File: src/rtl/freq_update_ctrl.sv
// ---------------------------------------------------------------------------
// freq_update_ctrl
//
// Sequences tuning-word updates for the DDS core. Each FreqChng event from
// the rotary front end latches a (clamped) frequency index. The controller
// reads the matching tuning word from the synchronous frequency ROM and holds
// it in a shadow register. It hands that word to the phase accumulator only at
// a phase-wrap boundary, so the output waveform never glitches. If no wrap
// arrives within WRAP_TMO cycles, the word is committed anyway. This covers
// the case of a frozen accumulator (tw_out = 0), which never wraps.
//
// Ports:
//   Fg_clk      in   system clock
//   Reset       in   asynchronous reset, active-high
//   FreqChng    in   one-cycle update request from the rotary block
//   address     in   requested frequency index, sampled when FreqChng = 1
//   rom_en      out  one-cycle ROM read strobe
//   rom_addr    out  ROM read address, held from the strobe until capture
//   rom_data    in   ROM output, valid exactly ROM_LAT cycles after rom_en
//   phase_wrap  in   one-cycle pulse when the accumulator MSB wraps
//   tw_out      out  tuning word driving the phase accumulator
//   tw_load     out  one-cycle pulse in the cycle tw_out takes a new value
//   busy        out  high whenever the sequencer is not idle
// ---------------------------------------------------------------------------
module freq_update_ctrl #(
  parameter int ADDR_W   = 11,
  parameter int TW_W     = 32,
  parameter int ROM_LAT  = 2,
  parameter int MAX_ADDR = 1800,
  parameter int WRAP_TMO = 4096
) (
  input  logic              Fg_clk,
  input  logic              Reset,
  input  logic              FreqChng,
  input  logic [ADDR_W-1:0] address,
  output logic              rom_en,
  output logic [ADDR_W-1:0] rom_addr,
  input  logic [TW_W-1:0]   rom_data,
  input  logic              phase_wrap,
  output logic [TW_W-1:0]   tw_out,
  output logic              tw_load,
  output logic              busy
);

  localparam int WAIT_W = (ROM_LAT > 1) ? $clog2(ROM_LAT) : 1;
  localparam int TMO_W  = (WRAP_TMO > 1) ? $clog2(WRAP_TMO) : 1;

  localparam logic [ADDR_W-1:0] MAX_A     = ADDR_W'(MAX_ADDR);
  localparam logic [WAIT_W-1:0] WAIT_LOAD = WAIT_W'(ROM_LAT - 1);
  localparam logic [TMO_W-1:0]  TMO_LAST  = TMO_W'(WRAP_TMO - 1);

  typedef enum logic [2:0] {
    S_IDLE,
    S_FETCH,
    S_WAIT,
    S_ARM,
    S_COMMIT
  } state_t;

  state_t              r_state;
  state_t              w_next_state;

  logic [ADDR_W-1:0]   r_req_addr;
  logic [ADDR_W-1:0]   r_rom_addr;
  logic                r_pending;
  logic                r_init_req;
  logic [WAIT_W-1:0]   r_wait_cnt;
  logic [TMO_W-1:0]    r_tmo_cnt;
  logic [TW_W-1:0]     r_shadow;
  logic [TW_W-1:0]     r_tw_out;

  logic [ADDR_W-1:0]   w_clamped_addr;
  logic                w_pending_eff;
  logic                w_rom_valid;
  logic                w_commit_go;

  // Out-of-range indices from the rotary block saturate at the top ROM entry.
  assign w_clamped_addr = (address > MAX_A) ? MAX_A : address;

  // A request arriving in the current cycle counts as pending already.
  // Without this, a request coinciding with phase_wrap in ARM would let the
  // stale word through.
  assign w_pending_eff = r_pending | FreqChng;

  // The wait counter reaches zero in exactly the cycle the ROM output is valid.
  assign w_rom_valid = (r_state == S_WAIT) && (r_wait_cnt == '0);

  // The word goes to the accumulator only on the ARM -> COMMIT transition.
  assign w_commit_go = (r_state == S_ARM) && (w_next_state == S_COMMIT);

  // State register.
  always_ff @(posedge Fg_clk or posedge Reset) begin
    if (Reset) begin
      r_state <= S_IDLE;
    end else begin
      r_state <= w_next_state;
    end
  end

  // Next-state logic. Pending requests always win over committing, so the
  // accumulator never receives a word that has already been superseded.
  always_comb begin
    w_next_state = r_state;
    case (r_state)
      S_IDLE: begin
        if (FreqChng || r_init_req) begin
          w_next_state = S_FETCH;
        end
      end
      S_FETCH: begin
        w_next_state = S_WAIT;
      end
      S_WAIT: begin
        if (r_wait_cnt == '0) begin
          w_next_state = w_pending_eff ? S_FETCH : S_ARM;
        end
      end
      S_ARM: begin
        if (w_pending_eff) begin
          w_next_state = S_FETCH;
        end else if (phase_wrap || (r_tmo_cnt == TMO_LAST)) begin
          w_next_state = S_COMMIT;
        end
      end
      S_COMMIT: begin
        w_next_state = FreqChng ? S_FETCH : S_IDLE;
      end
      default: begin
        w_next_state = S_IDLE;
      end
    endcase
  end

  // Request bookkeeping. Only the most recent address is kept. The init flag
  // fetches entry 0 once after reset, so the accumulator starts from a known
  // word. A FreqChng during the FETCH cycle re-arms pending, because the
  // address just sent to the ROM is already out of date.
  always_ff @(posedge Fg_clk or posedge Reset) begin
    if (Reset) begin
      r_req_addr <= '0;
      r_pending  <= 1'b0;
      r_init_req <= 1'b1;
    end else begin
      if (FreqChng) begin
        r_req_addr <= w_clamped_addr;
      end
      if (r_state == S_FETCH) begin
        r_pending <= FreqChng;
      end else if (FreqChng && (r_state != S_IDLE)) begin
        r_pending <= 1'b1;
      end
      if (r_state == S_IDLE) begin
        r_init_req <= 1'b0;
      end
    end
  end

  // ROM read bookkeeping. rom_addr is taken straight from req_addr in the
  // strobe cycle and held afterwards. A later request cannot disturb the
  // address while the ROM is still answering.
  always_ff @(posedge Fg_clk or posedge Reset) begin
    if (Reset) begin
      r_rom_addr <= '0;
      r_wait_cnt <= '0;
      r_shadow   <= '0;
    end else begin
      if (r_state == S_FETCH) begin
        r_rom_addr <= r_req_addr;
        r_wait_cnt <= WAIT_LOAD;
      end else if ((r_state == S_WAIT) && (r_wait_cnt != '0)) begin
        r_wait_cnt <= r_wait_cnt - 1'b1;
      end
      if (w_rom_valid) begin
        r_shadow <= rom_data;
      end
    end
  end

  // Wrap timeout. The counter restarts on every entry into ARM. ARM is left
  // at TMO_LAST at the latest, so the counter cannot overflow while armed.
  always_ff @(posedge Fg_clk or posedge Reset) begin
    if (Reset) begin
      r_tmo_cnt <= '0;
    end else if (r_state == S_ARM) begin
      r_tmo_cnt <= r_tmo_cnt + 1'b1;
    end else begin
      r_tmo_cnt <= '0;
    end
  end

  // Tuning word register. It updates on the edge entering COMMIT, so the new
  // word and tw_load appear together in the COMMIT cycle.
  always_ff @(posedge Fg_clk or posedge Reset) begin
    if (Reset) begin
      r_tw_out <= '0;
    end else if (w_commit_go) begin
      r_tw_out <= r_shadow;
    end
  end

  assign rom_en   = (r_state == S_FETCH);
  assign rom_addr = (r_state == S_FETCH) ? r_req_addr : r_rom_addr;
  assign tw_out   = r_tw_out;
  assign tw_load  = (r_state == S_COMMIT);
  assign busy     = (r_state != S_IDLE);

endmodule

File: config.mk
export PLATFORM = sky130hd
export DESIGN_NAME = freq_update_ctrl
export DESIGN_NICKNAME = d
export VERILOG_FILES = /design/src/rtl/freq_update_ctrl.sv
export SDC_FILE = /design/constraint.sdc
export NUM_CORES = 1
export LEC_CHECK = 0
export ABC_AREA = 1
export BUFFER_PORTS_ARGS = -buffer_cell sky130_fd_sc_hd__buf_2
export CAP_MARGIN = 10
export CELL_PAD_IN_SITES_DETAIL_PLACEMENT = 1
export CELL_PAD_IN_SITES_GLOBAL_PLACEMENT = 1
export CORE_MARGIN = 2
export CORE_UTILIZATION = 44
export CTS_CLUSTER_DIAMETER = 40
export DETAILED_ROUTE_END_ITERATION = 8
export GPL_TIMING_DRIVEN = 0
export PLACE_DENSITY = 0.9
export SYNTH_ARGS = -nofsm -noshare
export SYNTH_HDL_FRONTEND = slang
export SYNTH_SLANG_ARGS = --single-unit
File: constraint.sdc
create_clock -name Fg_clk -period 6.6 [get_ports Fg_clk]
set_input_delay 0.33 -clock Fg_clk [delete_from_list [all_inputs] [get_ports Fg_clk]]
set_output_delay 0.33 -clock Fg_clk [all_outputs]
set_load 0.1 [all_outputs]
==> results of run 1 <==
## area by class of cell
type	count	area share
Buffer	21	0.0349
Timing Repair Buffer	92	0.0916
Clock inverter	3	0.00332
Multi-Input combinational cell	339	0.292
Inverter	32	0.0242
Clock buffer	12	0.0294
Sequential cell	104	0.494
Tap cell	133	0.0315
## metal layers
layer | wire length (um) | part of all wire | up-vias
met5 | 0 | 0 | -
met3 | 443 | 0.039 | 22
met1 | 4590 | 0.41 | 1850
met4 | 274 | 0.024 | 0
met2 | 5980 | 0.53 | 87
li1 | - | - | 1773
## registers in the layout, indices dropped and copies added (netlist names), 3 cells and up
register	flops
r_tmo_cnt	12
r_rom_addr	11
r_shadow	32
r_req_addr	11
tw_out	32
r_state	3
## synthesized netlist by cell type (2+ instances only)
cell type  instances
nand2_1          194
dfrtp_1          103
nand3_1           70
inv_1             24
nor2_1            19
o21ai_0           14
buf_6             12
a21oi_1           10
nand2_2           10
clkbuf_1           5
buf_4              4
inv_2              4
nand2_4            3
a31oi_1            2
clkinv_1           2
inv_4              2
nand4_1            2
nor3_1             2
nor3_4             2
o21ai_2            2
## layout by cell type (no fill, tap or decap), drive strengths merged, types with 2 or more instances in the layout
master and count:
a21oi 10, a31oi 2, buf 108, clkbuf 17
clkinv 4, dfrtp 103, inv 30, nand2 208
nand3 71, nand4 2, nor2 20, nor3 4
o21ai 16
## worst min-delay path by stage
stage                  from      endpoint  slack (ns)  cells past startpoint
2_1_floorplan  r_tmo_cnt[0]  r_tmo_cnt[0]        0.43                      1
3_3_place_gp     r_init_req    r_init_req        0.45                      2
3_5_place_dp     tw_out[26]    tw_out[26]        0.45                      2
4_1_cts               Reset    r_wait_cnt        0.05                      2
5_1_grt               Reset  r_tmo_cnt[3]        0.08                      2
6_report              Reset  r_tmo_cnt[3]        0.04                      2
## cells by family after synthesis
| logic type | after synthesis |
|---|---|
| XOR/XNOR | 1 |
| AO/OA/AOI/OAI | 31 |
| flip-flops | 104 |
| AND/OR/NAND/NOR | 306 |
| adder cells (fa/ha/maj) | 1 |
| buffers and inverters | 53 |
## per-stage QoR
stage          hold WS, ns  area, sq um  worst slack [ns]
3_5_place_dp         0.454         5100              4.41
3_3_place_gp         0.446         5070              2.37
5_1_grt             0.0847         5280              3.86
6_report            0.0413         5280              4.01
4_1_cts             0.0508         5280              3.98
2_1_floorplan        0.433         4450              2.43
==> impl_metrics.json, run 1 <==
{
  "grt_first_pass_wirelength_um": 19100,
  "worst_pin_slew_ns": 0.621,
  "outcome": "complete, no violations",
  "critPathKind": "register to primary output",
  "fmax_mhz": 386,
  "synth_flop_cell": "dfrtp_1",
  "die_h_um": 105,
  "yosys.area_share.simple": 0.302,
  "track_usage": 0.220,
  "met2_usage": 0.409,
  "drive_gt1_frac": 0.249,
  "cp_num_cells": 5,
  "regToRegSetupSlack_ns": 4.98,
  "cts_max_path_buffers": 2,
  "min_period_over_period": 0.392,
  "crit_buf_inv": 3,
  "start_kind": "register",
  "crit_chain": "inv_2, nor3_4, inv_2, o21ai_0, buf_2",
  "grt_use_met3": 0.0343,
  "synthMuxAreaShare": 0,
  "synth.net_count": 544,
  "regToRegEndpoint": "tw_out[7]",
  "critPathTopFamily": "buffers and inverters",
  "postCtsSetupBuffers": 0,
  "gr-usage-met1": 0.248,
  "final-seq-area_sq_mm": 0.00260,
  "synthDistinctLibCells": 30,
  "antenna_found_initial": 0,
  "drtIter0Drc": 135,
  "hold_viol": 0,
  "syn-instance-count": 496,
  "cpMostUsedCell": "inv_2",
  "post_cts_resized": 0,
  "finalCriticalPeriod_ns": 2.59,
  "critPathCapture": "rom_addr[4]",
  "cp.required_ns": 6.27,
  "wl_um": 11300,
  "areaGrowthSynthToFinish_pct": 18.5,
  "cpMaxStageDelayCell": "buf_2",
  "synth_edf_count": 0,
  "root_buffer": "clkbuf_8",
  "vias": 3732,
  "wl_per_cell_um": 15.3,
  "synthXorXnorAreaFrac": 0.00197,
  "ant_nets": 0,
  "fin_cells": 736,
  "cts_num_sinks": 104,
  "die_area_sq_mm": 0.0109,
  "yosysSeqAreaShare": 0.585,
  "dp.cells": 721,
  "utilization": 0.540,
  "htreeDepth": 3,
  "rsz0062_at_grt": "no",
  "synth_top_family_by_area": "simple AND/OR/NAND/NOR gates",
  "yosys.area.top_type": "dfrtp_1",
  "hpwl_um": 8290,
  "cap_violations": 0,
  "grt.busiest_layer": "met2",
  "start_util": 0.455,
  "synth_compound_area_frac": 0.0388,
  "crit_arrival_ns": 2.26,
  "reg2reg_depth": 9,
  "synth_fa_ha_area_frac": 0.00281,
  "hold_class": "input port to asynchronous set/reset pin",
  "syn_area_sq_mm": 0.00445,
  "slew_headroom": 0.586,
  "vias_per_cell": 5.07,
  "grt_pass1_vias": 4020,
  "worst_path_largest_cell_delay_ns": 0.49,
  "yosysWarnings": 0,
  "io_pins": 93,
  "core_area_sq_mm": 0.00977,
  "multiInputGateArea_sq_mm": 0.00154,
  "die_x_um": 105,
  "gr-total-overflow": 0,
  "synth_area_leaders": "dfrtp_1 (58%), nand2_1 (16%), nand3_1 (7.9%)",
  "fill_cells": 1229,
  "clk_latency_ns": 0.37,
  "setup.worst_path.start": "r_state[0]",
  "postSynthAreaPerCell_sq_um": 8.97,
  "rows": 36,
  "grt_max_degree": 58,
  "reg2reg_from": "r_tmo_cnt[0]",
  "synth_top_area_share": 0.579,
  "cts_tree": "yes",
  "portBuffers": 91,
  "skew_ns": 0.00685,
  "path_max_fanout": 10,
  "end_kind": "primary output",
  "async_reset_ff_frac": 1.00,
  "drc": 0,
  "ys_ff_latch": 104,
  "nNetsFinal": 647,
  "setup_viol": 0,
  "routabilityCongestion": 0.789,
  "setup_tns_ns": 0,
  "hold_buffers": 0,
  "drt-pass1-iter-count": 4,
  "clk_pin_slew_worst_paths_ns": 0.09,
  "cts_buffers": 9,
  "diodes": 0,
  "drv_slew": 0
}
Power of run 1 is left out: the tool's default activity adds up to more than one toggle a clock period on the data nets, which glitch-free logic cannot reach.
==> run 2, diff against run 1 <==
--- a/config.mk
+++ b/config.mk
@@ -11,11 +11,11 @@
 export CELL_PAD_IN_SITES_DETAIL_PLACEMENT = 1
 export CELL_PAD_IN_SITES_GLOBAL_PLACEMENT = 1
 export CORE_MARGIN = 2
-export CORE_UTILIZATION = 44
+export CORE_UTILIZATION = 37
 export CTS_CLUSTER_DIAMETER = 40
 export DETAILED_ROUTE_END_ITERATION = 8
 export GPL_TIMING_DRIVEN = 0
-export PLACE_DENSITY = 0.9
+export PLACE_DENSITY = 0.81
 export SYNTH_ARGS = -nofsm -noshare
 export SYNTH_HDL_FRONTEND = slang
 export SYNTH_SLANG_ARGS = --single-unit
==> constraint.sdc (replaced) <==
create_clock -name Fg_clk -period 2.3 [get_ports Fg_clk]
set_input_delay 0.115 -clock Fg_clk [delete_from_list [all_inputs] [get_ports Fg_clk]]
set_output_delay 0.115 -clock Fg_clk [all_outputs]
set_load 0.1 [all_outputs]
==> run 2 against run 1 <==
  * Worst setup slack worse by 3.9 ns
  * Final cell count increased by 3.7%
  * Count of clock-buffer cells in the layout fell by 1
  * Die area grew 18%
  * Design area increased by 8.4%
  * Register-to-register slack lost 4.3 ns
  * Critical path type unchanged
==> impl_metrics.json, run 2 (synthesis gave the netlist of run 1 again) <==
{
  "utilization": 0.482,
  "mostFrequentLayoutCells": "nand2_1 (184), dfrtp_1 (103), buf_2 (89)",
  "critPathKind": "register to primary output",
  "cts_tree": "yes",
  "end_kind": "primary output",
  "regToRegSetupSlack_ns": 0.64,
  "drtIter0Drc": 148,
  "finalCriticalPeriod_ns": 2.16,
  "layout_commonest_cell": "nand2_1",
  "wl_um": 11000,
  "track_usage": 0.184,
  "htreeDepth": 3,
  "worst_path_largest_cell_delay_ns": 0.45,
  "drv_slew": 0,
  "crit_chain": "inv_2, nor3_4, inv_2, buf_6, nand2_1, nand2_8, buf_2",
  "wl_per_cell_um": 14.5,
  "hold_class": "input port to register",
  "grt_first_pass_wirelength_um": 18700,
  "slew_headroom": 0.470,
  "cpMostUsedCell": "inv_2",
  "antenna_found_initial": 0,
  "diodes": 0,
  "grt_max_degree": 44,
  "nNetsFinal": 659,
  "clk_latency_ns": 0.35,
  "core_area_sq_mm": 0.0119,
  "portBuffers": 91,
  "vias_per_cell": 4.85,
  "gr-total-overflow": 0,
  "cts_buffers": 9,
  "drt-pass1-iter-count": 4,
  "die_area_sq_mm": 0.0129,
  "start_util": 0.375,
  "io_pins": 93,
  "hold_viol": 0,
  "die_h_um": 114,
  "grt_pass1_vias": 3883,
  "vias": 3697,
  "outcome": "complete, no violations",
  "min_period_over_period": 0.940,
  "cts_num_sinks": 104,
  "path_max_fanout": 10,
  "hpwl_um": 7660,
  "fin_cells": 763,
  "clk_pin_slew_worst_paths_ns": 0.06,
  "routabilityCongestion": 0.774,
  "drc": 0,
  "fmax_mhz": 463,
  "cp.required_ns": 2.18,
  "dp.cells": 736,
  "setup_viol": 0,
  "hold_slack_ns": 0.00487,
  "worst_pin_slew_ns": 0.794,
  "rows": 40,
  "cpMaxStageDelayCell": "dfrtp_1",
  "crit_arrival_ns": 2.05,
  "root_buffer": "clkbuf_16",
  "die_x_um": 114,
  "cts_max_path_buffers": 2,
  "rsz0062_at_grt": "no",
  "areaGrowthSynthToFinish_pct": 28.5,
  "start_kind": "register",
  "skew_ns": 0.00510,
  "setup_tns_ns": 0,
  "ant_nets": 0,
  "drive_gt1_frac": 0.271,
  "cap_violations": 0
}
==> run 2: cell types whose count changed in the layout (fill, tap and decap cells not counted), sizes merged <==
cell,before,now
dlygate4sd3,0,8
bufinv,0,2
clkbuf,17,16
buf,108,112
==> run 2: final timing paths <==
| kind | from | depth (start not counted) | endpoint |
|---|---|---|---|
| min reg2reg | tw_out[22] | 2 | tw_out[22] |
| max in group asynchronous | Reset | 4 | r_init_req |
| max reg2reg | r_tmo_cnt[0] | 9 | tw_out[4] |
| min | rom_data[6] | 3 | r_shadow[6] |
| min in group asynchronous | Reset | 3 | r_req_addr[1] |
| max | r_state[0] | 7 | rom_addr[5] |
==> run 2: layout make-up <==
| cell class | count | area, sq um |
|---|---|---|
| clock buffers | 11 | 243 |
| flip-flops and latches | 104 | 2600 |
| well taps | 147 | 184 |
| fillers | 1420 | 6140 |
| clock inverters | 5 | 78.8 |
| multi-input cells | 339 | 1690 |
| inverters | 32 | 129 |
| repair buffers | 104 | 603 |
| plain buffers | 21 | 184 |
==> run 2: per-layer routing <==
layer	part of all wire	vias up	track usage
li1	-	1803	-
met1	0.43	1800	0.221
met2	0.51	79	0.329
met3	0.043	15	0.0462
met4	0.014	0	0.0488
met5	0	-	0
==> run 2: timing repair <==
action / CTS / global route
resized for setup: 2 / 0
setup buffers: 3 / 0
endpoints found under the setup margin: 11 / 0
hold buffers: 8 / 0
hold endpoints to repair: 39 / 0
==> run 2: through the flow <==
stage                     cell area [sq um]  worst slack (ns)
after CTS                              5720             0.103
after floorplan                        4610            -0.488
after global routing                   5720            0.0317
final                                  5720             0.138
after detailed placement               5290             0.180
after global placement                 5250             0.249
==> run 2: worst max-delay path, delay by kind of cell, from the launching register on <==
| family | cells | cell delay, ns |
|---|---|---|
| buffers and inverters | 4 | 0.94 |
| flip-flops | 1 | 0.45 |
| AND/OR/NAND/NOR | 3 | 0.30 |
Power of run 2 is left out for the same reason.
==> run 3, diff against run 2 <==
--- a/config.mk
+++ b/config.mk
@@ -5,17 +5,16 @@
 export SDC_FILE = /design/constraint.sdc
 export NUM_CORES = 1
 export LEC_CHECK = 0
-export ABC_AREA = 1
 export BUFFER_PORTS_ARGS = -buffer_cell sky130_fd_sc_hd__buf_2
 export CAP_MARGIN = 10
 export CELL_PAD_IN_SITES_DETAIL_PLACEMENT = 1
 export CELL_PAD_IN_SITES_GLOBAL_PLACEMENT = 1
 export CORE_MARGIN = 2
-export CORE_UTILIZATION = 37
+export CORE_UTILIZATION = 39
 export CTS_CLUSTER_DIAMETER = 40
 export DETAILED_ROUTE_END_ITERATION = 8
 export GPL_TIMING_DRIVEN = 0
-export PLACE_DENSITY = 0.81
+export PLACE_DENSITY = 0.8
 export SYNTH_ARGS = -nofsm -noshare
 export SYNTH_HDL_FRONTEND = slang
 export SYNTH_SLANG_ARGS = --single-unit
==> constraint.sdc (replaced) <==
create_clock -name Fg_clk -period 2.3 [get_ports Fg_clk]
set_input_delay 0.23 -clock Fg_clk [delete_from_list [all_inputs] [get_ports Fg_clk]]
set_output_delay 0.23 -clock Fg_clk [all_outputs]
set_load 0.1 [all_outputs]
==> run 3 against run 2 <==
  * Fmax fell by 0.16%
  * Global-route usage down 2.4 points
  * Design area decreased by 11%
  * Sequential share of layout area up 5.9 points
  * Area after synthesis fell by 7.8%
  * Non-clock buffer count shrank 16
  * Largest cell class unchanged
  * Wire length is 27% lower
  * First-iteration DRC count is 78% lower
  * Die area is 12% lower
==> impl_metrics.json, run 3 <==
{
  "fill_cells": 1096,
  "end_kind": "primary output",
  "rsz0062_at_grt": "no",
  "synth.most_common_cell": "dfrtp_1",
  "wl_per_cell_um": 15.2,
  "cp.required_ns": 2.07,
  "drc": 0,
  "synth_area_leaders": "dfrtp_1 (63%), mux2_2 (22%), xor2_1 (1.7%)",
  "yosysSeqAreaShare": 0.635,
  "cts_max_path_buffers": 2,
  "vias": 2565,
  "grt_first_pass_wirelength_um": 13900,
  "die_area_sq_mm": 0.0114,
  "yosys.area.top_type": "dfrtp_1",
  "drtIter0Drc": 33,
  "synth_flop_cell": "dfrtp_1",
  "syn-instance-count": 283,
  "finalCriticalPeriod_ns": 2.17,
  "worst_pin_slew_ns": 0.575,
  "synth.net_count": 331,
  "synth_top_area_share": 0.628,
  "clk_latency_ns": 0.37,
  "start_kind": "register",
  "wl_um": 8050,
  "grt_max_degree": 44,
  "portBuffers": 91,
  "postSynthAreaPerCell_sq_um": 14.5,
  "crit_arrival_ns": 1.94,
  "min_period_over_period": 0.941,
  "cts_num_sinks": 104,
  "drt-pass1-iter-count": 2,
  "ys_ff_latch": 104,
  "setup_viol": 0,
  "grt_pass1_vias": 2874,
  "clk_pin_slew_worst_paths_ns": 0.10,
  "track_usage": 0.160,
  "synth_edf_count": 0,
  "root_buffer": "clkbuf_8",
  "hold_class": "input port to register",
  "utilization": 0.493,
  "areaGrowthSynthToFinish_pct": 23.5,
  "drive_gt1_frac": 0.532,
  "core_area_sq_mm": 0.0103,
  "regToRegSetupSlack_ns": 0.18,
  "layout_commonest_cell": "dfrtp_1",
  "fmax_mhz": 462,
  "cts_buffers": 9,
  "vias_per_cell": 4.83,
  "yosysWarnings": 0,
  "diodes": 0,
  "mostFrequentLayoutCells": "dfrtp_1 (102), buf_2 (86), mux2_2 (79)",
  "synthDistinctLibCells": 33,
  "hpwl_um": 5720,
  "drv_slew": 0,
  "htreeDepth": 3,
  "async_reset_ff_frac": 1.00,
  "outcome": "complete, no violations",
  "die_h_um": 107,
  "critPathKind": "register to primary output",
  "rows": 37,
  "synth_commonest_cells": "dfrtp_1 (103), mux2_2 (79), nor2_1 (16)",
  "skew_ns": 0.0121,
  "die_x_um": 107,
  "io_pins": 93,
  "ant_nets": 0,
  "hold_viol": 0,
  "syn_area_sq_mm": 0.00410,
  "slew_headroom": 0.614,
  "gr-total-overflow": 0,
  "cap_violations": 0,
  "start_util": 0.399,
  "antenna_found_initial": 0,
  "path_max_fanout": 10,
  "nNetsFinal": 438,
  "cts_tree": "yes",
  "routabilityCongestion": 0.740
}
run 3: changes by cell type in the layout (fill, tap and decap cells not counted), moves of 11 or more:
| cell | delta |
|---|---|
| nand2_1 | -179 |
| nand2_2 | -11 |
| inv_1 | -14 |
| nand3_1 | -60 |
| mux2_2 | +79 |
run 3: through the flow:
stage | instance area (sq um) | setup WS [ns] | hold slack, ns | std cells | setup TNS [ns]
after detailed placement | 4780 | -0.0744 | 0.286 | 512 | -1.56
after floorplan | 4110 | 0.0523 | 0.352 | 283 | 0
after global routing | 5060 | 0.0164 | 0.0584 | 531 | 0
after global placement | 4740 | -0.0376 | 0.462 | 510 | -0.951
after CTS | 5040 | 0.0174 | 0.0564 | 529 | 0
final | 5060 | 0.135 | 0.0826 | 531 | 0
run 3: per-layer routing:
| metal | track usage | share of wire | vias up |
|---|---|---|---|
| met3 | 0.0527 | 0.053 | 8 |
| met2 | 0.277 | 0.54 | 46 |
| met4 | 0.0640 | 0.016 | 0 |
| li1 | - | - | 1195 |
| met1 | 0.183 | 0.40 | 1316 |
| met5 | 0 | 0 | - |
run 3: layout make-up:
class | count | area (sq um) | area share
inverter | 10 | 41.3 | 0.00815
tap | 136 | 170 | 0.0336
multi-input combinational | 156 | 1390 | 0.275
timing repair buffer | 99 | 563 | 0.111
sequential | 104 | 2610 | 0.514
buffer | 10 | 71.3 | 0.0141
clock buffer | 11 | 141 | 0.0279
clock inverter | 5 | 80.1 | 0.0158
run 3: cell families (layout without fill, tap and decap cells):
family | count (synthesis) | count (layout) | synth area share
flip-flops | 104 | 104 | 0.635
multiplexers | 80 | 80 | 0.219
AND/OR/NAND/NOR | 49 | 49 | 0.0647
buffers and inverters | 23 | 135 | 0.0281
AO/OA/AOI/OAI | 16 | 16 | 0.0290
XOR/XNOR | 10 | 10 | 0.0213
adder cells (fa/ha/maj) | 1 | 1 | 0.00305
run 3: what timing repair did:
action,in CTS,in global routing
resized for setup,12,2
pin swaps,2,0
setup buffers,2,3
endpoints found under the hold margin,19,0
endpoints found under the setup margin,41,37
hold buffers,1,0
run 3: critical path, cell delays in order (launching register included):
cell,delay (ns)
dfrtp_2,0.45
nor2_2,0.13
and2_2,0.21
buf_6,0.17
mux2_2,0.36
buf_4,0.24
run 3: path summary, 6_finish.rpt:
kind,startpoint,to,cells after the start
setup / recovery,r_state[1],rom_addr[9],5
hold reg to reg,r_tmo_cnt[0],r_tmo_cnt[0],1
setup reg to reg,r_tmo_cnt[0],tw_out[28],7
min in group asynchronous,Reset,tw_out[22],3
hold / removal,rom_data[30],r_shadow[30],2
max in group asynchronous,Reset,r_init_req,4
Power of run 3 is left out for the same reason.
